`src/rtl/alu_pkg.sv`:
```
// Shared definitions for the UART ALU: opcodes, response-frame header constants
// and the response transmitter state encoding.
package alu_pkg;

  typedef enum logic [7:0] {
    OpAdd = 8'h01,
    OpSub = 8'h02,
    OpAnd = 8'h03,
    OpOr  = 8'h04,
    OpXor = 8'h05,
    OpShl = 8'h06,
    OpShr = 8'h07,
    OpMul = 8'hA0
  } alu_opcode_e;

  localparam logic [7:0] RESERVED_BYTE = 8'h00;
  localparam int         HEADER_BYTES  = 4;

  typedef enum logic [0:0] {
    TxIdle = 1'b0,
    TxSend = 1'b1
  } tx_state_e;

endpackage

```
`src/rtl/alu_resp_tx.sv`:
```
// Response-packet serializer: captures one ALU result with its opcode and streams
// a header (opcode, reserved, 16-bit length) followed by the result LSB first.
module alu_resp_tx
  import alu_pkg::*;
#(
  parameter int WIDTH_P = 32
) (
  input  logic               clk_i,
  input  logic               reset_i,
  input  logic [7:0]         opcode_i,
  input  logic [WIDTH_P-1:0] result_i,
  input  logic               valid_i,
  output logic               ready_o,
  output logic [7:0]         data_o,
  output logic               valid_o,
  input  logic               ready_i
);

  localparam int                NUM_BYTES = HEADER_BYTES + WIDTH_P / 8;
  localparam logic [15:0]       LEN_C     = 16'(NUM_BYTES);
  localparam int                IDX_W     = $clog2(NUM_BYTES);
  localparam logic [IDX_W-1:0]  LAST_IDX  = IDX_W'(NUM_BYTES - 1);

  tx_state_e          r_state;
  logic [IDX_W-1:0]   r_index;
  logic [7:0]         r_opcode;
  logic [WIDTH_P-1:0] r_result;
  logic               r_valid;
  logic               r_ready;

  // Frame byte selected by position; header first, then the result LSB first.
  function automatic logic [7:0] byteAt(input logic [IDX_W-1:0]   idx,
                                        input logic [7:0]         op,
                                        input logic [WIDTH_P-1:0] res);
    logic [WIDTH_P-1:0] w_shifted;
    w_shifted = '0;
    case (int'(idx))
      0:       byteAt = op;
      1:       byteAt = RESERVED_BYTE;
      2:       byteAt = LEN_C[7:0];
      3:       byteAt = LEN_C[15:8];
      default: begin
        w_shifted = res >> (8 * (int'(idx) - HEADER_BYTES));
        byteAt    = w_shifted[7:0];
      end
    endcase
  endfunction

  // ready_o is registered so it stays low during reset and rises one edge later.
  always_ff @(posedge clk_i or posedge reset_i) begin
    if (reset_i) begin
      r_state  <= TxIdle;
      r_index  <= '0;
      r_opcode <= '0;
      r_result <= '0;
      r_valid  <= 1'b0;
      r_ready  <= 1'b0;
    end else begin
      case (r_state)
        TxIdle: begin
          if (valid_i && r_ready) begin
            r_opcode <= opcode_i;
            r_result <= result_i;
            r_index  <= '0;
            r_valid  <= 1'b1;
            r_ready  <= 1'b0;
            r_state  <= TxSend;
          end else begin
            r_ready  <= 1'b1;
          end
        end
        TxSend: begin
          if (ready_i) begin
            if (r_index == LAST_IDX) begin
              r_valid <= 1'b0;
              r_ready <= 1'b1;
              r_state <= TxIdle;
            end else begin
              r_index <= r_index + IDX_W'(1);
            end
          end
        end
        default: begin
          r_valid <= 1'b0;
          r_ready <= 1'b0;
          r_state <= TxIdle;
        end
      endcase
    end
  end

  assign ready_o = r_ready;
  assign valid_o = r_valid;
  assign data_o  = byteAt(r_index, r_opcode, r_result);

endmodule

```
`config.mk`:
```
export PLATFORM = sky130hd
export DESIGN_NAME = alu_resp_tx
export DESIGN_NICKNAME = d
export VERILOG_FILES = /design/src/rtl/alu_pkg.sv /design/src/rtl/alu_resp_tx.sv
export SDC_FILE = /design/constraint.sdc
export NUM_CORES = 1
export LEC_CHECK = 0
export ABC_AREA = 1
export BUFFER_PORTS_ARGS = -buffer_cell sky130_fd_sc_hd__buf_4
export CORE_MARGIN = 2
export CORE_UTILIZATION = 50
export CTS_CLUSTER_SIZE = 24
export DETAILED_ROUTE_END_ITERATION = 10
export GPL_ROUTABILITY_DRIVEN = 0
export PLACE_DENSITY = 0.75
export SLEW_MARGIN = 0
export SYNTH_ARGS = -nofsm -noshare
export SYNTH_HDL_FRONTEND = slang
export SYNTH_SLANG_ARGS = --single-unit
```
`constraint.sdc`:
```
create_clock -name clk_i -period 1.8 [get_ports clk_i]
set_input_delay 0.09 -clock clk_i [delete_from_list [all_inputs] [get_ports clk_i]]
set_output_delay 0.09 -clock clk_i [all_outputs]
set_load 0.05 [all_outputs]
```
==> flow_metrics.env <==
export IMPL_yosysTopAreaCell="dfrtp_1"
export IMPL_hp_class="input port to flip-flop"
export IMPL_clk_pin_slew_ps=90
export IMPL_cp_arrival_ps=1640
export IMPL_diodes=0
export IMPL_cpMostUsedCell="buf_4"
export IMPL_crit_required_ps=1710
export IMPL_power_density_nw_per_um2=1750
export IMPL_nFillCells=398
export IMPL_startpoint_type="flip-flop"
export IMPL_p_leak_nw=1.65
export IMPL_drive_gt1_frac=0.304
export IMPL_port_buffers=53
export IMPL_yosys_area_top_type_share=0.480
export IMPL_finalPower_mw=5.21
export IMPL_area_growth_pct=24.3
export IMPL_antenna_found_initial=0
export IMPL_crit_buf_inv=3
export IMPL_drv_cap=0
export IMPL_cts_tree="done"
export IMPL_critPathTopFamily="buffers and inverters"
export IMPL_die_h_um=73.2
export IMPL_yosysUniqueCellTypes=19
export IMPL_dp_cells=386
export IMPL_fmax_mhz=579
export IMPL_clock_latency_ps=300
export IMPL_clockBufferDepth=2
export IMPL_path_cells="buf_4 -> buf_4 -> nand2_1 -> nand3_1 -> nand3_1 -> nand2_1 -> buf_4"
export IMPL_fin_skew_ps=5.76
export IMPL_cp_slowest_cell="dfrtp_2"
export IMPL_ctsHtreeMaxLevel=2
export IMPL_nets=392
export IMPL_initial_core_util=0.514
export IMPL_wl_met3_um=265
export IMPL_cts_root_buffer="clkbuf_8"
export IMPL_setup_viol=0
export IMPL_cp_max_fo=9
export IMPL_layout_common_cells="nand2_1 (101), buf_4 (53), inv_1 (47)"
export IMPL_rows=25
export IMPL_grt_max_degree=47
export IMPL_slew_viol_final=0
export IMPL_grt_pass1_wl_mm=8.27
export IMPL_vias_per_cell=4.93
export IMPL_routed_wl_mm=5.05
export IMPL_route_met2_wl_mm=2.45
export IMPL_synthCells=288
export IMPL_synth_fp_nets=336
export IMPL_fin_cells=399
export IMPL_grt_pass1_vias=1837
export IMPL_relSlewSlack=0.697
export IMPL_layout_min_cycle_time_ps=1730
export IMPL_rsz0062_at_grt="no"
export IMPL_core_sq_um=4660
export IMPL_utilization=0.639
export IMPL_finalInstanceArea_sq_um=2980
export IMPL_die_area_sq_um=5360
export IMPL_tightest_slew_ps=454
export IMPL_endpoint_kind="output port"
export IMPL_fin_crit_sh=0.960
export IMPL_criticalPathCategory="flip-flop to output port"
export IMPL_yosysWarnings=0
export IMPL_cts_buffers=5
export IMPL_post_route_drc_count=0
export IMPL_synth_area_per_cell_sq_um=8.32
export IMPL_track_usage=0.203
export IMPL_wl_per_cell_um=12.6
export IMPL_drt_initial_drc_count=140
export IMPL_clock_sinks=46
export IMPL_hold_viol=0
export IMPL_dieWidth_um=73.2
export IMPL_io_pins=54
export IMPL_ys_seq_area_frac=0.480
export IMPL_tns_ps=0
export IMPL_top_layer="met4"
export IMPL_grt_overflow_total=0
export IMPL_cpPeakStageDelay_ps=460
export IMPL_placed_area_sq_um=2800
export IMPL_netlist_area_sq_um=2400
export IMPL_ys_seq_elements=46
export IMPL_drtPass1Iterations=5
export IMPL_ant_nets=0
export IMPL_final_common_cell="nand2_1"
export IMPL_dpl_hpwl_mm=3.54
export IMPL_wl_met1_mm=2.25
export IMPL_ir_drop_uv=935
export IMPL_num_vias=1967
export IMPL_outcome="finished clean"
export IMPL_yosys_top_cells_area="dfrtp_1 (48%), nand2_1 (16%), o21ai_2 (11%)"
-- final cells by class --
type                            count  area (sq um)  area share
Tap cell                           54          67.6      0.0227
Clock inverter                      1          30.0      0.0101
Timing Repair inverter              1          6.26     0.00210
Inverter                           51           204      0.0684
Sequential cell                    46          1150       0.387
Timing Repair Buffer               62           524       0.176
Clock buffer                        7          76.3      0.0256
Multi-Input combinational cell    177           918       0.308
-- metrics by stage --
stage,hold slack [ps],setup slack [ps]
global placement,155,255
detailed placement,158,220
global route,22.5,1.40
finish,26.1,71.9
CTS,27.1,19.3
floorplan,220,91.6
-- routing by layer --
| metal | track usage | up-vias |
|---|---|---|
| met1 | 0.263 | 908 |
| met4 | 0.0761 | 0 |
| met3 | 0.0511 | 6 |
| met2 | 0.328 | 56 |
| li1 | - | 997 |
| met5 | 0 | - |
-- synthesized netlist by cell type (all sizes together) --
| master | count |
|---|---|
| nor2 | 1 |
| a21oi | 1 |
| nand3 | 23 |
| inv | 51 |
| ha | 4 |
| nor3 | 1 |
| clkbuf | 1 |
| a22oi | 1 |
| nand2 | 101 |
| o21ai | 45 |
| dfrtp | 46 |
| buf | 13 |
-- registers in the layout, summed over array words and instances (netlist names) --
signal,cells
r_result,32
r_opcode,8
r_index,3
r_state,1
ready_o,1
valid_o,1
-- final timing paths --
path	startpoint	endpoint	slack, ps	cells after the start
hold reg to reg	r_result[25]	r_result[25]	490	2
setup reg to reg	r_index[0]	r_index[0]	190	7
setup / recovery	r_index[0]	data_o[0]	70	7
max in group asynchronous	reset_i	r_index[1]	1170	4
hold / removal	opcode_i[4]	r_opcode[4]	30	3
min in group asynchronous	reset_i	r_opcode[3]	370	4
-- what timing repair did --
action,4_1_cts,5_1_grt
resized for setup,3,8
cloned,0,1
hold buffers,1,0
buffers inserted,2,1
hold endpoints to repair,46,0
setup endpoints to repair,8,7
-- kinds of logic (layout without fill, tap and decap cells) --
family	Yosys count	in the layout	synth area share
flip-flops	46	46	0.480
buffers and inverters	65	122	0.141
adder cells (fa/ha/maj)	4	4	0.0209
AND/OR/NAND/NOR	126	126	0.212
AO/OA/AOI/OAI	47	47	0.146
-- power breakdown --
group	internal, mW	switching (mW)	total, mW
Clock	0.416	0.343	0.758
Combinational	0.976	1.60	2.58
Sequential	1.52	0.354	1.87
-- tightest hold or removal path: stages --
cell and delay [ps]:
buf_4 110, inv_1 50, o21ai_2 50
No activity file was read; power rests on OpenSTA's default activity.
